## config.mk

```make
export PLATFORM = sky130hd
export DESIGN_NAME = vec_player
export DESIGN_NICKNAME = d
export VERILOG_FILES = /design/src/rtl/vec_player.sv
export SDC_FILE = /design/constraint.sdc
export NUM_CORES = 1
export LEC_CHECK = 0
export BUFFER_PORTS_ARGS = -buffer_cell sky130_fd_sc_hd__buf_4
export CAP_MARGIN = 10
export CORE_MARGIN = 2
export CORE_UTILIZATION = 60
export CTS_CLUSTER_SIZE = 20
export DETAILED_ROUTE_END_ITERATION = 10
export PLACE_DENSITY = 0.79
export SLEW_MARGIN = 20
export SYNTH_ARGS = -nofsm -noshare
export SYNTH_HDL_FRONTEND = slang
export SYNTH_SLANG_ARGS = --single-unit
```

## constraint.sdc

```tcl
create_clock -name clk -period 3.4 [get_ports clk]
set_input_delay 0.68 -clock clk [delete_from_list [all_inputs] [get_ports clk]]
set_output_delay 0.68 -clock clk [all_outputs]
set_load 0.1 [all_outputs]
```

## src/rtl/vec_player.sv

```systemverilog
// vec_player: on-chip stimulus/response engine for a combinational core.
// Vectors and expected responses live in a small memory. Each vector is held
// on dut_in for SETTLE+1 cycles. On the last cycle of that period the core's
// response is compared against the stored expectation and folded into a MISR.
// Runs are either a single pass or repeated passes until stop is requested.
module vec_player #(
   parameter int               IN_W   = 5,
   parameter int               OUT_W  = 2,
   parameter int               DEPTH  = 32,
   parameter int               ADDR_W = 5,
   parameter int               SETTLE = 1,
   parameter int               CNT_W  = 16,
   parameter int               SIG_W  = 16,
   parameter logic [SIG_W-1:0] POLY   = 16'h1021,
   parameter logic [SIG_W-1:0] SEED   = 16'hFFFF
) (
   input  logic              clk,
   input  logic              rst,
   input  logic              wr_en,
   input  logic [ADDR_W-1:0] wr_addr,
   input  logic [IN_W-1:0]   wr_vec,
   input  logic [OUT_W-1:0]  wr_exp,
   input  logic              start,
   input  logic              loop_mode,
   input  logic [ADDR_W:0]   num_vec,
   input  logic              stop,
   output logic [IN_W-1:0]   dut_in,
   input  logic [OUT_W-1:0]  dut_out,
   output logic              busy,
   output logic              done,
   output logic [ADDR_W-1:0] vec_idx,
   output logic [CNT_W-1:0]  mismatch_cnt,
   output logic [SIG_W-1:0]  signature,
   output logic [15:0]       pass_cnt
);

   // One memory word holds a stimulus vector and its expected response.
   localparam int MEM_W = IN_W + OUT_W;
   // Settle counter runs 0..SETTLE; the capture happens when it reaches SETTLE.
   localparam int SET_W = (SETTLE < 2) ? 1 : $clog2(SETTLE + 1);
   localparam logic [SET_W-1:0]  SETTLE_LAST = SET_W'(SETTLE);
   localparam logic [ADDR_W:0]   DEPTH_N     = (ADDR_W + 1)'(DEPTH);
   localparam logic [ADDR_W-1:0] LAST_MAX    = ADDR_W'(DEPTH - 1);

   typedef enum logic {
      ST_IDLE = 1'b0,
      ST_RUN  = 1'b1
   } state_t;

   // Vector memory (no reset, contents survive rst).
   logic [MEM_W-1:0]  mem_q [DEPTH];

   // Control and output registers.
   state_t            state_q;
   logic [SET_W-1:0]  settle_q;
   logic [ADDR_W-1:0] last_q;
   logic              loop_q;
   logic              stop_q;
   logic [OUT_W-1:0]  exp_q;
   logic [IN_W-1:0]   dut_in_q;
   logic              busy_q;
   logic              done_q;
   logic [ADDR_W-1:0] vec_idx_q;
   logic [CNT_W-1:0]  mismatch_cnt_q;
   logic [SIG_W-1:0]  signature_q;
   logic [15:0]       pass_cnt_q;

   // Next-state helpers.
   logic              wr_take_d;
   logic              start_take_d;
   logic              capture_d;
   logic              last_vec_d;
   logic              stop_seen_d;
   logic              wrap_d;
   logic [ADDR_W-1:0] rd_addr_d;
   logic [MEM_W-1:0]  rd_word_d;
   logic              mismatch_d;
   logic [CNT_W-1:0]  mismatch_cnt_d;
   logic [SIG_W-1:0]  signature_d;
   logic [ADDR_W-1:0] last_d;

   // Decode run events, the next memory address, and the captured results.
   always_comb begin
      wr_take_d    = wr_en && !start && (state_q == ST_IDLE);
      start_take_d = start && (state_q == ST_IDLE);
      capture_d    = (state_q == ST_RUN) && (settle_q == SETTLE_LAST);
      last_vec_d   = (vec_idx_q == last_q);
      // A stop arriving on the final capture edge still ends the run.
      stop_seen_d  = stop_q | stop;
      wrap_d       = capture_d && last_vec_d && loop_q && !stop_seen_d;

      // Address of the vector to load on this edge: 0 on start/wrap, else next.
      if (start_take_d || wrap_d) begin
         rd_addr_d = '0;
      end else begin
         rd_addr_d = vec_idx_q + ADDR_W'(1);
      end
      rd_word_d = mem_q[rd_addr_d];

      mismatch_d = (dut_out != exp_q);
      if (mismatch_cnt_q == {CNT_W{1'b1}}) begin
         mismatch_cnt_d = mismatch_cnt_q;
      end else begin
         mismatch_cnt_d = mismatch_cnt_q + CNT_W'(1);
      end

      signature_d = {signature_q[SIG_W-2:0], 1'b0}
                  ^ (signature_q[SIG_W-1] ? POLY : {SIG_W{1'b0}})
                  ^ SIG_W'(dut_out);

      // Zero or oversized vector counts mean "use the whole memory".
      if ((num_vec == '0) || (num_vec > DEPTH_N)) begin
         last_d = LAST_MAX;
      end else begin
         last_d = ADDR_W'(num_vec - (ADDR_W + 1)'(1));
      end
   end

   // Memory write port, open only while idle and not starting.
   always_ff @(posedge clk) begin
      if (wr_take_d) begin
         mem_q[wr_addr] <= {wr_vec, wr_exp};
      end
   end

   // Run FSM with all outputs registered.
   always_ff @(posedge clk or posedge rst) begin
      if (rst) begin
         state_q        <= ST_IDLE;
         settle_q       <= '0;
         last_q         <= '0;
         loop_q         <= 1'b0;
         stop_q         <= 1'b0;
         exp_q          <= '0;
         dut_in_q       <= '0;
         busy_q         <= 1'b0;
         done_q         <= 1'b0;
         vec_idx_q      <= '0;
         mismatch_cnt_q <= '0;
         signature_q    <= SEED;
         pass_cnt_q     <= '0;
      end else begin
         done_q <= 1'b0;
         case (state_q)
            ST_IDLE: begin
               if (start_take_d) begin
                  state_q             <= ST_RUN;
                  busy_q              <= 1'b1;
                  settle_q            <= '0;
                  last_q              <= last_d;
                  loop_q              <= loop_mode;
                  stop_q              <= 1'b0;
                  vec_idx_q           <= '0;
                  {dut_in_q, exp_q}   <= rd_word_d;
                  mismatch_cnt_q      <= '0;
                  signature_q         <= SEED;
                  pass_cnt_q          <= '0;
               end
            end
            ST_RUN: begin
               // Stop only matters for looping runs; it is latched until the pass ends.
               stop_q <= stop_q | (stop & loop_q);
               if (capture_d) begin
                  settle_q    <= '0;
                  signature_q <= signature_d;
                  if (mismatch_d) begin
                     mismatch_cnt_q <= mismatch_cnt_d;
                  end
                  if (!last_vec_d) begin
                     vec_idx_q         <= vec_idx_q + ADDR_W'(1);
                     {dut_in_q, exp_q} <= rd_word_d;
                  end else begin
                     pass_cnt_q <= pass_cnt_q + 16'd1;
                     if (wrap_d) begin
                        vec_idx_q         <= '0;
                        {dut_in_q, exp_q} <= rd_word_d;
                     end else begin
                        // dut_in deliberately keeps the last vector.
                        busy_q  <= 1'b0;
                        done_q  <= 1'b1;
                        state_q <= ST_IDLE;
                     end
                  end
               end else begin
                  settle_q <= settle_q + SET_W'(1);
               end
            end
            default: begin
               state_q <= ST_IDLE;
               busy_q  <= 1'b0;
            end
         endcase
      end
   end

   assign dut_in       = dut_in_q;
   assign busy         = busy_q;
   assign done         = done_q;
   assign vec_idx      = vec_idx_q;
   assign mismatch_cnt = mismatch_cnt_q;
   assign signature    = signature_q;
   assign pass_cnt     = pass_cnt_q;

endmodule

```

==> run_results.csv, run 1 <==
group,metric,value,unit
floorplanning,coreArea,0.02082,mm2
floorplanning,die_w,148.9,um
layout,postLayoutCoreUtil,71.18,%
logic_synthesis,synth_nets,917,
sta,period_needed,2890,ps
clock_network,numClockSinks,295,
clock_network,clock_tree.root_cell,"clkbuf_16",
logic_synthesis,async_flop_share,24.07,%
global_route,top_usage_layer,"met2",
pwr,p_total,14.09,mW
logic_synthesis,synth-edff-count,224,
setup_path,required,3820,ps
logic_synthesis,synth_top_family_by_area,"compound AO/OA/AOI/OAI gates",
route,drc,0,
floorplanning,die_h,148.9,um
global_route,grtUsageMet3,4.312,%
layout,final_nets,1033,
sta,max_freq,346.1,MHz
sta,final_max_slew_viol_count,0,
floorplanning,pin_count,86,
pwr,p_leak,5.439,nW
clock_network,clk_path_buf_depth,3,
pwr,ir_drop,0.5586,mV
logic_synthesis,synth_simple_gate_area_share,9.202,%
route,drtPass1Iterations,6,
sta,rsz0062_at_grt,"false",
setup_path,arrival,3310,ps
global_route,use_met1,36.60,%
sta,fin_crit_sh,84.99,%
min_path,hold_path.class,"input port to asynchronous set/reset pin",
logic_synthesis,synth_adder_area_share,0.4963,%
clock_network,cts_setup_buffers,0,
logic_synthesis,synth_flop_cell,"edfxtp_1",
clock_network,cts_resized,0,
layout,register_area,0.008524,mm2
logic_synthesis,yosysSeqAreaShare,67.62,%
clock_network,cts_buffers,30,
layout,syn_to_final_growth,17.58,%
logic_synthesis,synth_top_cell_area_share,53.37,%
setup_path,r2r_slack,510,ps
pwr,power.switching,5.608,mW
route,post_drt_wl_per_cell,21.86,um
clock_network,cts_max_level,1,
sta,relSlewSlack,43.20,%
clock_network,clkSlewWorstSetupHoldPaths,60,ps
pwr,switching_share,39.80,%
logic_synthesis,synth_top_cell_by_area,"edfxtp_1",
logic_synthesis,avgSynthCellArea,14.23,um2
job,drv_cap,0,
route,num_vias,8100,
sta,finalHoldViolCount,0,
setup_path,reg2reg_depth,7,
placement,globalplace.congestion,0.9421,
logic_synthesis,yosys-top-cells-area,"edfxtp_1, dfrtp_1, mux2i_1",
clock_network,worstSkewPairLatency,550,ps
logic_synthesis,yosysWarningCount,0,
logic_synthesis,synth_compound_area_share,9.976,%
global_route,grt_usage,26.11,%
placement,place_hpwl,18.55,mm
setup_path,worstSetupEndpointType,"flop",
floorplanning,dieArea,0.02218,mm2
floorplanning,initial_utilization,60.53,%
global_route,grt_pass1_vias,7881,
global_route,globalRouteMet2Util,42.67,%
setup_path,worstSetupStartpointType,"flop",
logic_synthesis,synth_seq_cells,295,
pwr,p_comb_share,41.5,%
sta,clock_skew,11.21,ps
setup_path,r2r-end,"dut_in[1]$_DFFE_PP0P_",
layout,fillerInstances,1361,
logic_synthesis,synth-xor-area-share,3.216,%
route,ant_nets,0,
global_route,grt_max_degree,34,
route,via_per_inst,6.226,
pwr,power_density,950.7,mW/mm2
global_route,grt_overflow,0,
setup_path,crit_type,"flop to flop",
setup_path,r2r_start,"vec_idx[3]$_DFFE_PP0P_",
logic_synthesis,syn_area,0.01260,mm2
global_route,grt_pass1_wl,44.31,mm
route,drt_iter0_drc,784,
pwr,pwr-share-clk,26.0,%
outcome,outcome,"completed",
logic_synthesis,synth_cells,886,
logic_synthesis,synthMuxAreaShare,7.356,%
pwr,p_int,8.483,mW
logic_synthesis,synth_cell_types,69,
sta,fin_setup_tns,0,ps
setup_path,setup.worst_path.start,"vec_idx[3]$_DFFE_PP0P_",
floorplanning,num_rows,53,
route,wl,28.45,mm
placement,portBuffers,85,
clock_network,cts_tree,"yes",
setup_path,crit_path_end,"dut_in[1]$_DFFE_PP0P_",
sta,setup_violations,0,
layout,final_cell_count_no_fill,1301,
sta,hold_slack,133.5,ps
placement,place_inst,1245,
pwr,p_seq_share,32.5,%
layout,drive_above_1_share,23.59,%
clock_network,hold_buffers,0,
layout,antennaDiodeCount,0,
setup_path,cp_max_fo,25,
layout,multi_input_area,0.003821,mm2
global_route,antenna_found_initial,0,
sta,tightest_slew,852.0,ps
[metal layers]
metal / wire, um / up-vias
met1: 11610 / 3961
met4: 842 / 0
li1: - / 3632
met3: 2455 / 61
met5: 0 / -
met2: 13530 / 446
[kinds of logic (layout without fill, tap and decap cells)]
| family | after synthesis | count (layout) |
|---|---|---|
| multiplexers | 81 | 81 |
| AND/OR/NAND/NOR | 235 | 235 |
| adder cells (fa/ha/maj) | 5 | 5 |
| flip-flops | 295 | 295 |
| buffers and inverters | 56 | 196 |
| XOR/XNOR | 42 | 42 |
| AO/OA/AOI/OAI | 172 | 172 |
[area by class of cell]
cell class / count / share of cell area, %
clock buffers: 39 / 5.639
clock inverters: 17 / 1.925
inverters: 11 / 0.2786
multi-input cells: 535 / 25.78
flip-flops and latches: 295 / 57.52
well taps: 275 / 2.322
repair buffers: 129 / 6.534
[sequential cells by signal, summed over array words and instances, names as in the netlist]
name	flops
mem_q	224
pass_cnt	16
last_q	5
stop_q	1
done	1
settle_q	1
busy	1
exp_q	2
loop_q	1
vec_idx	5
dut_in	5
state_q	1
mismatch_cnt	16
signature	16
[power groups by stage]
stage	registers, mW	logic, mW	clock network, mW
2_1_floorplan	5.97	3.09	0
3_3_place_gp	4.64	5.72	0
3_5_place_dp	4.65	5.78	0
4_1_cts	4.58	5.83	3.69
5_1_grt	4.62	6.20	3.85
6_report	4.58	5.85	3.66
[per-stage QoR]
| step | instance area [um2] | worst slack, ps |
|---|---|---|
| final | 14820 | 510.5 |
| after detailed placement | 13700 | 279.1 |
| after global routing | 14820 | 272.5 |
| after global placement | 13700 | 363.0 |
| after CTS | 14820 | 528.6 |
| after floorplan | 12600 | 272.8 |
[worst min-delay path by stage]
stage / from / end / slack [ps] / cells after the start
floorplan: loop_q$_DFFE_PP0P_ / loop_q$_DFFE_PP0P_ / 460 / 2
global placement: signature[2]$_DFFE_PP1P_ / signature[2]$_DFFE_PP1P_ / 480 / 2
detailed placement: signature[2]$_DFFE_PP1P_ / signature[2]$_DFFE_PP1P_ / 490 / 2
CTS: rst / pass_cnt[15]$_DFFE_PP0P_ / 140 / 2
global route: rst / pass_cnt[15]$_DFFE_PP0P_ / 160 / 2
finish: rst / pass_cnt[15]$_DFFE_PP0P_ / 130 / 2
[Yosys cell counts, types with 12 or more instances]
library cell,count
a21oi_1,30
buf_2,16
clkbuf_1,20
dfrtp_1,55
dfstp_2,16
edfxtp_1,224
mux2_2,13
mux2i_1,60
nand2_1,42
nand3_1,24
nor2_1,92
nor3_1,16
o21ai_0,29
o22a_1,15
o22ai_1,12
or3_1,13
xnor2_1,23
xor2_1,14
[cells in the final DEF, fill, tap and decap left out, types with 7 or more instances in the layout]
cell and n:
o22a_1 15, a221oi_1 7, a22oi_1 8, a2bb2oi_1 8, nand3_1 24, mux4_2 8, nand4_1 7, xnor2_1 23
a21oi_1 30, a31oi_1 11, nand2_1 42, clkbuf_16 31, buf_4 129, inv_1 10, edfxtp_1 224, xor2_1 14
nor3_1 16, or3_1 13, dfrtp_1 54, dfstp_2 16, o21ai_0 29, mux2i_1 60, nor2_1 92, o22ai_1 12
and3_1 8, mux2_2 13, bufinv_16 8
[worst max-delay path: stages (launching register included)]
cell and delay, ps:
dfrtp_1 630, xnor2_1 180, nand3_2 190, o21a_1 720, a2bb2oi_1 250, o32ai_2 310, a2111oi_1 100, a2111o_1 370
(Power assumes the default switching activity.)
==> run 2, diff against run 1 <==
--- a/config.mk
+++ b/config.mk
@@ -5,6 +5,7 @@
 export SDC_FILE = /design/constraint.sdc
 export NUM_CORES = 1
 export LEC_CHECK = 0
+export ABC_AREA = 1
 export BUFFER_PORTS_ARGS = -buffer_cell sky130_fd_sc_hd__buf_4
 export CAP_MARGIN = 10
 export CORE_MARGIN = 2
==> constraint.sdc (replaced) <==
create_clock -name clk -period 2.7 [get_ports clk]
set_input_delay 0.54 -clock clk [delete_from_list [all_inputs] [get_ports clk]]
set_output_delay 0.54 -clock clk [all_outputs]
set_load 0.1 [all_outputs]
==> run 2 against run 1 <==
  * Fmax is 17% higher
  * Sequential cell count stayed put
  * Clock power is 7.1% higher
  * Total power is 33% higher
  * Synthesized area is 6.9% higher
  * Synthesized cell count is 52% higher
  * Worst setup slack worse by 270 ps
  * Critical endpoint is now exp_q[0]$_DFFE_PP0P_
==> run_results.csv, run 2 <==
group,metric,value,unit
logic_synthesis,synth_top_cell_area_share,49.94,%
logic_synthesis,synth_nets,1374,
floorplanning,pin_count,86,
layout,fillerInstances,1537,
layout,multi_input_area,0.003802,mm2
route,drc,0,
clock_network,clock_tree.root_cell,"clkbuf_16",
logic_synthesis,synth_seq_cells,295,
global_route,antenna_found_initial,0,
setup_path,arrival,2950,ps
pwr,power_density,1203,mW/mm2
floorplanning,dieArea,0.02366,mm2
logic_synthesis,syn_area,0.01347,mm2
setup_path,setup.worst_path.start,"vec_idx[0]$_DFFE_PP0P_",
layout,drive_above_1_share,16.22,%
clock_network,cts_tree,"yes",
placement,portBuffers,85,
sta,clock_skew,7.953,ps
layout,antennaDiodeCount,0,
route,num_vias,10300,
logic_synthesis,async_flop_share,24.07,%
route,post_drt_wl_per_cell,19.27,um
pwr,p_total,18.70,mW
placement,globalplace.congestion,0.8773,
layout,postLayoutCellArea,0.01555,mm2
setup_path,r2r-end,"exp_q[0]$_DFFE_PP0P_",
sta,finalHoldViolCount,0,
layout,final_cell_count_no_fill,1747,
setup_path,r2r_start,"vec_idx[0]$_DFFE_PP0P_",
sta,fin_crit_sh,91.19,%
placement,dp_worst_setup_slack,122.9,ps
clock_network,numClockSinks,295,
logic_synthesis,synth_cells,1343,
layout,mostFrequentLayoutCells,"edfxtp_1, inv_1, nand3_1",
pwr,p_leak,6.736,nW
clock_network,cts_buffers,30,
placement,place_hpwl,20.77,mm
route,wl,33.66,mm
logic_synthesis,synth_top_cell_by_area,"edfxtp_1",
clock_network,clkSlewWorstSetupHoldPaths,60,ps
route,ant_nets,0,
sta,rsz0062_at_grt,"false",
job,drv_cap,0,
floorplanning,coreArea,0.02196,mm2
placement,place_inst,1694,
floorplanning,die_h,153.8,um
layout,register_area,0.008526,mm2
sta,setup_violations,0,
logic_synthesis,post-synth-top-count-cell,"edfxtp_1",
layout,final_nets,1477,
sta,max_freq,406.1,MHz
sta,final_max_slew_viol_count,0,
layout,syn_to_final_growth,15.43,%
clock_network,worstSkewPairLatency,550,ps
floorplanning,num_rows,54,
outcome,outcome,"completed",
clock_network,cts_max_level,1,
logic_synthesis,yosys-top-cells-count,"edfxtp_1, inv_1, nand3_1",
clock_network,clk_path_buf_depth,3,
logic_synthesis,yosysSeqAreaShare,63.28,%
sta,period_needed,2462,ps
layout,top_register,"mem_q",
setup_path,crit_path_end,"exp_q[0]$_DFFE_PP0P_",
logic_synthesis,yosysWarningCount,0,
logic_synthesis,synth-edff-count,224,
setup_path,worstSetupStartpointType,"flop",
floorplanning,die_w,153.8,um
logic_synthesis,yosys-top-cells-area,"edfxtp_1, dfrtp_1, nand3_1",
sta,fin_setup_tns,0,ps
layout,final_common_cell,"edfxtp_1",
logic_synthesis,avgSynthCellArea,10.03,um2
sta,tightest_slew,652.1,ps
min_path,hold_path.class,"input port to asynchronous set/reset pin",
global_route,grt_overflow,0,
global_route,grt_pass1_wl,53.47,mm
logic_synthesis,synth_flop_cell,"edfxtp_1",
global_route,grt_usage,28.79,%
placement,dpl_cell_area,0.01463,mm2
setup_path,crit_type,"flop to flop",
global_route,grt_max_degree,142,
sta,hold_slack,65.54,ps
layout,largest_register_ffs,224,
layout,postLayoutCoreUtil,70.80,%
global_route,grt_pass1_vias,10180,
logic_synthesis,synth_cell_types,39,
setup_path,cp_max_fo,28,
route,via_per_inst,5.896,
clock_network,hold_buffers,0,
floorplanning,initial_utilization,61.34,%
sta,worst_slack,237.8,ps
setup_path,reg2reg_depth,10,
pwr,ir_drop,0.8177,mV
route,drtPass1Iterations,6,
sta,relSlewSlack,56.53,%
route,drt_iter0_drc,1116,
setup_path,required,3190,ps
setup_path,r2r_slack,240,ps
setup_path,worstSetupEndpointType,"flop",
## run 2: area by class of cell
cell class	instances	area share [%]
multi-input cells	760	24.46
repair buffers	139	7.243
clock buffers	39	5.183
clock inverters	14	0.7001
flip-flops and latches	295	54.84
well taps	280	2.253
inverters	220	5.328
## run 2: repair_timing
| action | CTS | global route |
|---|---|---|
| endpoints found under the setup margin | 0 | 8 |
| gates resized for setup | 0 | 2 |
| setup buffers | 0 | 0 |
## run 2: worst min-delay path by stage
stage                                startpoint                           end  slack, ps  cells past startpoint
after CTS                                   rst  mismatch_cnt[14]$_DFFE_PP0P_         80                      3
final                                       rst  mismatch_cnt[14]$_DFFE_PP0P_         70                      3
after global routing                        rst  mismatch_cnt[14]$_DFFE_PP0P_        120                      3
after global placement         busy$_DFFE_PP0P_              busy$_DFFE_PP0P_        460                      2
after floorplan              loop_q$_DFFE_PP0P_            loop_q$_DFFE_PP0P_        460                      2
after detailed placement  dut_in[4]$_DFFE_PP0P_         dut_in[4]$_DFFE_PP0P_        470                      2
## run 2: report_power, final
group	leakage (nW)	switching, mW	internal, mW	total (mW)
logic	3.41	6.69	2.29	8.98
clock network	0.446	1.65	2.27	3.92
registers	2.88	0.390	5.41	5.80
## run 2: worst max-delay path, cell delays in order (launching register included)
cell and delay (ps):
dfrtp_1 480, ha_1 240, xor2_1 260, nand3_2 180, inv_2 460, nand3_1 250, nand3_1 170, nand3_1 90
nand3_1 100, nand3_1 80, nand2_1 70
## run 2: routing by layer
layer / up-vias / routed length, um / global-route usage (%)
met4: 0 / 1184 / 11.79
met2: 563 / 16040 / 46.57
met5: - / 0 / 0
met1: 4887 / 13140 / 38.97
met3: 99 / 3291 / 5.355
li1: 4751 / - / -
## run 2: logic make-up (layout without fill, tap and decap cells)
family	after synthesis	count (layout)	synth area share, %
compound gates	100	100	4.032
xor+xnor	14	14	0.9104
fa+ha+maj	5	5	0.4645
buf+inv	288	412	8.490
flops	295	295	63.28
simple gates	641	641	22.82
